### src/rtl/thumb_pkg.sv
// rtl/thumb_pkg.sv - Thumb command codes, decoded-instruction record and decode helpers
package thumb_pkg;

  localparam logic [6:0] CMD_LSL_IMM  = 7'd0;
  localparam logic [6:0] CMD_LSR_IMM  = 7'd1;
  localparam logic [6:0] CMD_ASR_IMM  = 7'd2;
  localparam logic [6:0] CMD_ADD_REG  = 7'd3;
  localparam logic [6:0] CMD_SUB_REG  = 7'd4;
  localparam logic [6:0] CMD_ADD_IMM3 = 7'd5;
  localparam logic [6:0] CMD_SUB_IMM3 = 7'd6;
  localparam logic [6:0] CMD_MOV_IMM  = 7'd7;
  localparam logic [6:0] CMD_CMP_IMM  = 7'd8;
  localparam logic [6:0] CMD_ADD_IMM8 = 7'd9;
  localparam logic [6:0] CMD_SUB_IMM8 = 7'd10;
  localparam logic [6:0] CMD_T32      = 7'd126;
  localparam logic [6:0] CMD_UNDEF    = 7'd127;

  typedef struct packed {
    logic [6:0]  cmd;
    logic [3:0]  rm;
    logic [3:0]  rn;
    logic [3:0]  rd;
    logic [31:0] imm;
    logic        is32;
    logic [31:0] raw;
  } dec_t;

  localparam dec_t DEC_RESET = '{cmd: CMD_UNDEF, rm: 4'd0, rn: 4'd0, rd: 4'd0,
                                 imm: 32'd0, is32: 1'b0, raw: 32'd0};

  function automatic logic is_t32_prefix(input logic [15:0] hw);
    return (hw[15:11] == 5'b11101) || (hw[15:11] == 5'b11110) || (hw[15:11] == 5'b11111);
  endfunction

  // hw1 only matters for a 32-bit prefix; everything else decodes from hw0 alone.
  function automatic dec_t decode(input logic [15:0] hw0, input logic [15:0] hw1);
    dec_t d;
    d     = DEC_RESET;
    d.raw = {16'h0000, hw0};
    if (is_t32_prefix(hw0)) begin
      d.cmd  = CMD_T32;
      d.is32 = 1'b1;
      d.raw  = {hw0, hw1};
    end else if (hw0[15:14] == 2'b00) begin
      case (hw0[13:11])
        3'b000, 3'b001, 3'b010: begin
          d.cmd = {4'd0, hw0[13:11]};
          d.imm = {27'd0, hw0[10:6]};
          // LSR/ASR encode a shift of 32 as imm5 = 0.
          if (hw0[13:11] != 3'b000 && hw0[10:6] == 5'd0) d.imm = 32'd32;
          d.rm  = {1'b0, hw0[5:3]};
          d.rd  = {1'b0, hw0[2:0]};
        end
        3'b011: begin
          d.rn = {1'b0, hw0[5:3]};
          d.rd = {1'b0, hw0[2:0]};
          if (!hw0[10]) begin
            d.cmd = hw0[9] ? CMD_SUB_REG : CMD_ADD_REG;
            d.rm  = {1'b0, hw0[8:6]};
          end else begin
            d.cmd = hw0[9] ? CMD_SUB_IMM3 : CMD_ADD_IMM3;
            d.imm = {29'd0, hw0[8:6]};
          end
        end
        3'b100: begin
          d.cmd = CMD_MOV_IMM;
          d.rd  = {1'b0, hw0[10:8]};
          d.imm = {24'd0, hw0[7:0]};
        end
        3'b101: begin
          d.cmd = CMD_CMP_IMM;
          d.rn  = {1'b0, hw0[10:8]};
          d.imm = {24'd0, hw0[7:0]};
        end
        default: begin
          d.cmd = hw0[11] ? CMD_SUB_IMM8 : CMD_ADD_IMM8;
          d.rd  = {1'b0, hw0[10:8]};
          d.rn  = {1'b0, hw0[10:8]};
          d.imm = {24'd0, hw0[7:0]};
        end
      endcase
    end
    return d;
  endfunction

endpackage

### src/rtl/hw_queue.sv
// rtl/hw_queue.sv - halfword FIFO with single push, pop of 0/1/2 and two-entry peek
module hw_queue #(
  parameter int DEPTH = 4,
  parameter int W     = 16,
  localparam int AW   = $clog2(DEPTH),
  localparam int CW   = AW + 1
) (
  input  logic          clk,
  input  logic          rst_n,
  input  logic          flush,
  input  logic          push,
  input  logic [W-1:0]  push_data,
  input  logic [1:0]    pop,
  output logic [W-1:0]  head,
  output logic [W-1:0]  head_next,
  output logic [CW-1:0] count
);

  logic [W-1:0]  mem [DEPTH];
  logic [AW-1:0] rd_ptr;
  logic [AW-1:0] wr_ptr;

  always_ff @(posedge clk) begin
    if (push && !flush) mem[wr_ptr] <= push_data;
  end

  // DEPTH is a power of two, so pointer overflow is the modulo wrap.
  always_ff @(posedge clk or negedge rst_n) begin
    if (!rst_n) begin
      rd_ptr <= '0;
      wr_ptr <= '0;
      count  <= '0;
    end else if (flush) begin
      rd_ptr <= '0;
      wr_ptr <= '0;
      count  <= '0;
    end else begin
      if (push) wr_ptr <= wr_ptr + AW'(1);
      rd_ptr <= rd_ptr + AW'(pop);
      count  <= count + CW'(push) - CW'(pop);
    end
  end

  assign head      = mem[rd_ptr];
  assign head_next = mem[rd_ptr + AW'(1)];

endmodule

### src/rtl/thumb_decode_stage.sv
// rtl/thumb_decode_stage.sv - registered Thumb decode stage between fetch and execute
module thumb_decode_stage
  import thumb_pkg::*;
#(
  parameter int QDEPTH = 4,
  parameter int CMD_W  = 7
) (
  input  logic             clk,
  input  logic             rst_n,
  input  logic             flush,
  input  logic             hw_valid,
  input  logic [15:0]      hw_data,
  output logic             hw_ready,
  output logic             dec_valid,
  input  logic             dec_ready,
  output logic [CMD_W-1:0] dec_cmd,
  output logic [3:0]       dec_rm,
  output logic [3:0]       dec_rn,
  output logic [3:0]       dec_rd,
  output logic [31:0]      dec_imm,
  output logic             dec_is32,
  output logic [31:0]      dec_raw
);

  localparam int CW = $clog2(QDEPTH) + 1;

  logic [CW-1:0] count;
  logic [15:0]   head;
  logic [15:0]   head_next;
  logic [1:0]    pop_n;
  logic          push;
  logic          head_prefix;
  logic          decode_ok;
  logic          load;
  dec_t          dec_d;
  dec_t          dec_q;

  hw_queue #(.DEPTH(QDEPTH), .W(16)) u_queue (
    .clk       (clk),
    .rst_n     (rst_n),
    .flush     (flush),
    .push      (push),
    .push_data (hw_data),
    .pop       (pop_n),
    .head      (head),
    .head_next (head_next),
    .count     (count)
  );

  // Space is judged on the current count only; a same-edge pop does not admit a push.
  assign hw_ready    = count < CW'(QDEPTH);
  assign push        = hw_valid && hw_ready;
  assign head_prefix = is_t32_prefix(head);
  assign decode_ok   = (count != '0) && (!head_prefix || count >= CW'(2));
  assign load        = decode_ok && (!dec_valid || dec_ready);
  assign pop_n       = load ? (head_prefix ? 2'd2 : 2'd1) : 2'd0;
  assign dec_d       = decode(head, head_next);

  always_ff @(posedge clk or negedge rst_n) begin
    if (!rst_n) begin
      dec_valid <= 1'b0;
      dec_q     <= DEC_RESET;
    end else if (flush) begin
      dec_valid <= 1'b0;
    end else if (load) begin
      dec_valid <= 1'b1;
      dec_q     <= dec_d;
    end else if (dec_ready) begin
      dec_valid <= 1'b0;
    end
  end

  assign dec_cmd  = CMD_W'(dec_q.cmd);
  assign dec_rm   = dec_q.rm;
  assign dec_rn   = dec_q.rn;
  assign dec_rd   = dec_q.rd;
  assign dec_imm  = dec_q.imm;
  assign dec_is32 = dec_q.is32;
  assign dec_raw  = dec_q.raw;

endmodule

### config.mk
export PLATFORM = sky130hd
export DESIGN_NAME = thumb_decode_stage
export DESIGN_NICKNAME = d
export VERILOG_FILES = /design/src/rtl/thumb_pkg.sv /design/src/rtl/hw_queue.sv /design/src/rtl/thumb_decode_stage.sv
export SDC_FILE = /design/constraint.sdc
export NUM_CORES = 1
export LEC_CHECK = 0
export CAP_MARGIN = 25
export CORE_MARGIN = 2
export CORE_UTILIZATION = 31
export DETAILED_ROUTE_END_ITERATION = 16
export DONT_BUFFER_PORTS = 1
export GPL_ROUTABILITY_DRIVEN = 1
export PLACE_DENSITY = 0.42
export SYNTH_ARGS = -nofsm -noshare
export SYNTH_HDL_FRONTEND = slang
export SYNTH_SLANG_ARGS = --single-unit
### constraint.sdc
create_clock -name clk -period 4.4 [get_ports clk]
set_input_delay 0.88 -clock clk [delete_from_list [all_inputs] [get_ports clk]]
set_output_delay 0.88 -clock clk [all_outputs]
set_load 0.02 [all_outputs]
==> results of run 1 <==
-- cells in the mapped netlist, types with 5 or more instances --
cell | number | share of area [%]
a21oi_1 | 19 | 1.5
a22o_1 | 13 | 1.8
a31oi_1 | 6 | 0.60
buf_2 | 12 | 0.96
buf_4 | 35 | 4.2
buf_6 | 8 | 1.4
clkbuf_1 | 7 | 0.42
dfrtp_1 | 58 | 23
dfstp_2 | 5 | 2.1
edfxtp_1 | 64 | 31
ha_1 | 9 | 1.8
inv_1 | 11 | 0.66
mux2_2 | 10 | 1.8
mux2i_1 | 28 | 4.5
mux4_2 | 12 | 4.3
nand2_1 | 41 | 2.5
nand3_1 | 8 | 0.64
nand3b_1 | 6 | 0.72
nand4_1 | 5 | 0.50
nor2_1 | 29 | 1.7
nor2b_1 | 9 | 0.90
o211ai_1 | 6 | 0.72
o21ai_0 | 11 | 0.88
o22ai_1 | 10 | 1.0
o31ai_1 | 6 | 0.72
o31ai_2 | 8 | 1.6
xnor2_1 | 5 | 0.70
-- logic make-up (layout without fill, tap and decap cells) --
kind of cell | count (synthesis) | after routing | synth area share (%)
buffers and inverters | 74 | 51 | 7.75
adder cells (fa/ha/maj) | 10 | 10 | 2.12
other | 1 | 27 | 0.0600
multiplexers | 51 | 51 | 11.0
AO/OA/AOI/OAI | 107 | 107 | 13.1
AND/OR/NAND/NOR | 114 | 114 | 8.97
XOR/XNOR | 6 | 6 | 0.841
flip-flops | 127 | 127 | 56.1
-- state kept, by name (all words and copies together) (netlist names) --
name	cells
u_queue.wr_ptr	2
dec_imm	8
dec_valid	1
u_queue.rd_ptr	2
dec_cmd	5
u_queue.count	3
dec_is32	1
dec_rn	3
dec_rd	3
dec_rm	3
u_queue.mem	64
dec_raw	32
-- layer usage --
| layer | part of all wire [%] | global-route usage, % | wire length [um] | vias up |
|---|---|---|---|---|
| met1 | 45 | 18.1 | 6600 | 1881 |
| met2 | 45 | 21.6 | 6560 | 119 |
| met5 | 0 | 0 | 0 | - |
| met3 | 8.1 | 5.77 | 1190 | 21 |
| li1 | - | - | - | 1749 |
| met4 | 1.7 | 5.29 | 255 | 0 |
-- metrics by stage --
stage | std cells | util (%)
CTS | 757 | 35.2
detailed placement | 725 | 32.1
finish | 758 | 35.2
global route | 758 | 35.2
global placement | 725 | 32.1
floorplan | 516 | -
-- worst register-to-register path, stage by stage (launching register included) --
cell and delay, ps:
dfrtp_2 470, buf_4 280, mux4_2 720, o2111a_1 220, nor3_2 270, ha_1 280
inv_1 60, ha_1 130, inv_1 50, fa_1 380, xnor2_1 180, xnor2_1 150
nor2_1 50
-- cell type report --
cell class	count	share of cell area, %
sequential	127	50.8
timing repair buffer	8	0.925
multi-input combinational	315	34.1
clock buffer	21	6.68
inverter	11	0.599
clock inverter	11	2.01
tap	265	4.81
-- how the worst max path moves through the flow --
stage | startpoint | to
5_1_grt | u_queue.rd_ptr[0] | u_queue.count[2]
3_5_place_dp | u_queue.rd_ptr[0] | u_queue.count[2]
4_1_cts | u_queue.rd_ptr[0] | u_queue.count[2]
2_1_floorplan | u_queue.rd_ptr[0] | u_queue.count[2]
6_report | u_queue.rd_ptr[0] | u_queue.count[2]
3_3_place_gp | u_queue.rd_ptr[0] | u_queue.count[2]
-- power breakdown --
part | total (mW) | internal (mW) | switching [mW]
combinational | 1.71 | 0.664 | 1.05
clock | 1.42 | 0.914 | 0.506
sequential | 2.02 | 1.53 | 0.488
==> flow_summary_export.csv, run 1 <==
group,metric,value,unit
grt,grt_pass1_wl,22.7,mm
clock_tree,clkSlewWorstSetupHoldPaths,60,ps
timing,whs,156,ps
placement,routabilityCongestion,0.738,
pwr,vdd.ir_drop.worst,0.419,mV
yosys,synth_warnings,0,
drt,drt_pre_antenna_iters,4,
pwr,finalPower,5.15,mW
yosys,synthCells,490,
clock_tree,clockBufferDepth,2,
cells_and_area,final_common_cell,"edfxtp_1",
cells_and_area,final_cell_mix,"edfxtp_1, dfrtp_1, nand2_1",
clock_tree,insertion_delay,420,ps
drt,wire_per_inst,19.3,um
timing,fin_crit,3340,ps
timing,finalClockSkew,6.13,ps
clock_tree,clockRootBuffer,"clkbuf_16",
setup_path,crit_family,"adder cells",
setup_path,rrSetupSlack,1060,ps
clock_tree,cts_tree,"yes",
timing,worst_pin_slew,972,ps
cells_and_area,drive_gt1_share,15.8,%
pwr,power.density,746,nW/um2
timing,period_share,75.9,%
grt,track_usage,14.2,%
drt,viasPerCell,4.97,
yosys,ys_ff_latch,127,
setup_path,rr_worst_depth,12,
yosys,synth_area,6250,um2
clock_tree,cts_resized,0,
timing,relSlewSlack,35.2,%
timing,clock.fmax,299,MHz
drt,drc_errors,0,
timing,rsz0062_at_grt,"false",
clock_tree,htreeDepth,4,
timing,finalSetupTns,0,ps
floorplanning,die_x,146,um
setup_path,cp.arrival,3650,ps
drt,routed_wl,14.6,mm
floorplanning,core_area,19600,um2
clock_tree,postCtsSetupBuffers,0,
yosys,syn_area_per_cell,12.7,um2
setup_path,path_depth,12,
drt,antenna_left,0,
setup_path,path_cells,"buf_4 -> mux4_2 -> o2111a_1 -> nor3_2 -> ha_1 -> inv_1 -> ha_1 -> inv_1 -> fa_1 -> xnor2_1 -> xnor2_1 -> nor2_1",
pwr,leakage,2.58,nW
placement,port_buffers,0,
grt,grt_pass1_vias,3752,
cells_and_area,finalInstanceArea,6900,um2
setup_path,reg2reg_from,"u_queue.rd_ptr[0]",
timing,hold_viol,0,
yosys,synth_edf_count,64,
grt,grt_overflow,0,
yosys,synth_cell_type_count,54,
cells_and_area,fill_cells,1922,
grt,antenna_found_initial,0,
floorplanning,die_y,146,um
yosys,synthArstFlopShare,49.6,%
timing,slew_viol_final,0,
placement,dpl_cell_area,6290,um2
setup_path,required,4710,ps
clock_tree,cts_buffers,17,
cells_and_area,layout.nets,511,
grt,grt_max_degree,64,
setup_path,critical-path-slowest-cell,"mux4_2",
drt,drt_iter0_drc,175,
yosys,synth-seq-area-share,56.1,%
floorplanning,die_area,21300,um2
cells_and_area,multi_input_area,2350,um2
floorplanning,start_util,31.9,%
cells_and_area,antenna_cells,0,
floorplanning,rows,51,
yosys,ys.flop_type,"edfxtp_1",
job,maxCapViolations,0,
setup_path,slowest_delay,720,ps
min_path,hp-class,"input pin to asynchronous set/reset pin",
timing,fin_ws,1060,ps
setup_path,crit_type,"flip-flop to flip-flop",
placement,dp_hpwl,9.94,mm
cells_and_area,syn_to_final_growth,10.4,%
timing,setup_viol,0,
cells_and_area,regArea,3510,um2
setup_path,r2r_end,"u_queue.count[2]",
setup_path,start_kind,"flip-flop",
setup_path,path_buf_inv,3,
floorplanning,ios,107,
clock_tree,cts_sinks,127,
status,outcome,"finished clean",
placement,dp_worst_setup_slack,1030,ps
clock_tree,postCtsHoldBufs,0,
setup_path,worst-path-max-fanout,15,
drt,vias,3770,
setup_path,critPathCaptureType,"flip-flop",
(Power assumes the default switching activity.)
==> run 2, diff against run 1 <==
clock period = 3.1 ns   (was 4.4 ns; I/O delays follow)
==> run 2 against run 1 <==
Against the previous run: utilization grew 0.64 points; routed wire length is 2.5% higher; sequential share of layout area decreased by 0.91 points; sequential power rose by 42%; critical path type unchanged.
==> flow_summary_export.csv, run 2 (synthesis results as in run 1) <==
group,metric,value,unit
grt,grt_overflow,0,
placement,dp_hpwl,10.1,mm
placement,dpl_cell_area,6400,um2
timing,relSlewSlack,55.9,%
pwr,leakage,2.68,nW
drt,viasPerCell,4.99,
cells_and_area,antenna_cells,0,
timing,worst_pin_slew,643,ps
cells_and_area,layout.cells.non_filler,775,
clock_tree,cts_buffers,17,
floorplanning,start_util,31.9,%
floorplanning,core_area,19600,um2
clock_tree,insertion_delay,420,ps
pwr,power.density,1050,nW/um2
status,outcome,"finished clean",
timing,finalSetupTns,0,ps
setup_path,crit_type,"flip-flop to flip-flop",
cells_and_area,regArea,3510,um2
min_path,hp-class,"input pin to asynchronous set/reset pin",
cells_and_area,drive_gt1_share,19.6,%
setup_path,required,3410,ps
floorplanning,die_y,146,um
floorplanning,rows,51,
drt,drt_iter0_drc,265,
cells_and_area,finalInstanceArea,7020,um2
timing,whs,43.6,ps
clock_tree,htreeDepth,4,
floorplanning,die_area,21300,um2
clock_tree,clkSlewWorstSetupHoldPaths,60,ps
placement,place_inst,739,
timing,fin_crit,2890,ps
setup_path,worst-path-max-fanout,6,
timing,slew_viol_final,0,
drt,drc_errors,0,
cells_and_area,multi_input_area,2350,um2
cells_and_area,final_cell_mix,"edfxtp_1, dfrtp_1, nand2_1",
grt,grt_pass1_wl,23.4,mm
drt,routed_wl,15.0,mm
timing,finalClockSkew,11.1,ps
grt,grt_max_degree,60,
timing,setup_viol,0,
drt,wire_per_inst,19.3,um
cells_and_area,largest_reg_flops,64,
cells_and_area,top_register,"u_queue.mem",
setup_path,cp.arrival,3200,ps
clock_tree,cts_sinks,127,
grt,grt_pass1_vias,3901,
cells_and_area,layout.nets,528,
drt,antenna_left,0,
grt,track_usage,14.5,%
job,maxCapViolations,0,
timing,fin_ws,212,ps
cells_and_area,fill_cells,1913,
timing,hold_viol,0,
drt,drt_pre_antenna_iters,4,
pwr,vdd.ir_drop.worst,0.414,mV
clock_tree,clockBufferDepth,2,
timing,clock.fmax,346,MHz
floorplanning,ios,107,
drt,vias,3864,
cells_and_area,syn_to_final_growth,12.4,%
grt,antenna_found_initial,0,
timing,rsz0062_at_grt,"false",
floorplanning,die_x,146,um
clock_tree,clockRootBuffer,"clkbuf_16",
clock_tree,cts_tree,"yes",
placement,dp_worst_setup_slack,96.2,ps
cells_and_area,final_common_cell,"edfxtp_1",
setup_path,start_kind,"flip-flop",
placement,routabilityCongestion,0.760,
setup_path,critPathCaptureType,"flip-flop",
timing,period_share,93.2,%
placement,port_buffers,0,
-- run 2: cell count changes in the layout (fill, tap and decap cells not counted), sizes merged --
cell	before	now
clkbuf	21	19
bufinv	3	0
buf	8	25
clkinvlp	2	1
clkinv	6	4
inv	11	19
-- run 2: layout make-up --
type                    count  area share (%)
repair buffers             25            3.10
well taps                 265            4.72
clock buffers              19            6.77
inverters                  11           0.588
clock inverters            13            1.35
flip-flops and latches    127            49.9
multi-input cells         315            33.5
-- run 2: power breakdown --
part           total, mW  switching [mW]  internal (mW)
Sequential          2.87           0.695           2.17
Combinational       2.58            1.53           1.05
Clock               1.91           0.780           1.13
Total               7.35            3.01           4.35
-- run 2: timing repair --
action	in CTS	in global routing
setup buffers	0	3
gates resized for setup	0	0
endpoints found under the hold margin	58	0
hold buffers	1	0
endpoints found under the setup margin	0	8
-- run 2: routing by layer --
layer	global-route usage (%)	share of wire, %
met5	0	0
met1	18.8	44
met3	5.49	8.4
met2	22.3	46
met4	4.95	1.3
-- run 2: final timing paths --
kind	start	end	slack, ps	cells after the start
min	rst_n	dec_cmd[2]	40	0
max	u_queue.rd_ptr[0]	u_queue.count[2]	210	11
min reg2reg	dec_cmd[3]	dec_cmd[3]	560	2
max reg2reg	u_queue.rd_ptr[0]	u_queue.count[2]	210	11
min in group clk	flush	u_queue.rd_ptr[0]	260	1
max in group asynchronous	rst_n	u_queue.rd_ptr[1]	2740	1
-- run 2: worst max-delay path, stage by stage, from the launching register on --
cell and delay (ps):
dfrtp_2 450, mux4_2 580, o2111a_1 300, nor3_2 210
ha_1 250, inv_1 60, ha_1 130, inv_1 50
fa_1 370, xnor2_1 180, xnor2_1 140, nor2_1 50
-- run 2: through the flow --
| step | power [mW] | util, % |
|---|---|---|
| 3_5_place_dp | 5.47 | 32.7 |
| 6_report | 7.35 | 35.8 |
| 2_1_floorplan | 4.86 | - |
| 3_3_place_gp | 5.45 | 32.7 |
| 4_1_cts | 7.44 | 35.7 |
| 5_1_grt | 7.83 | 35.8 |
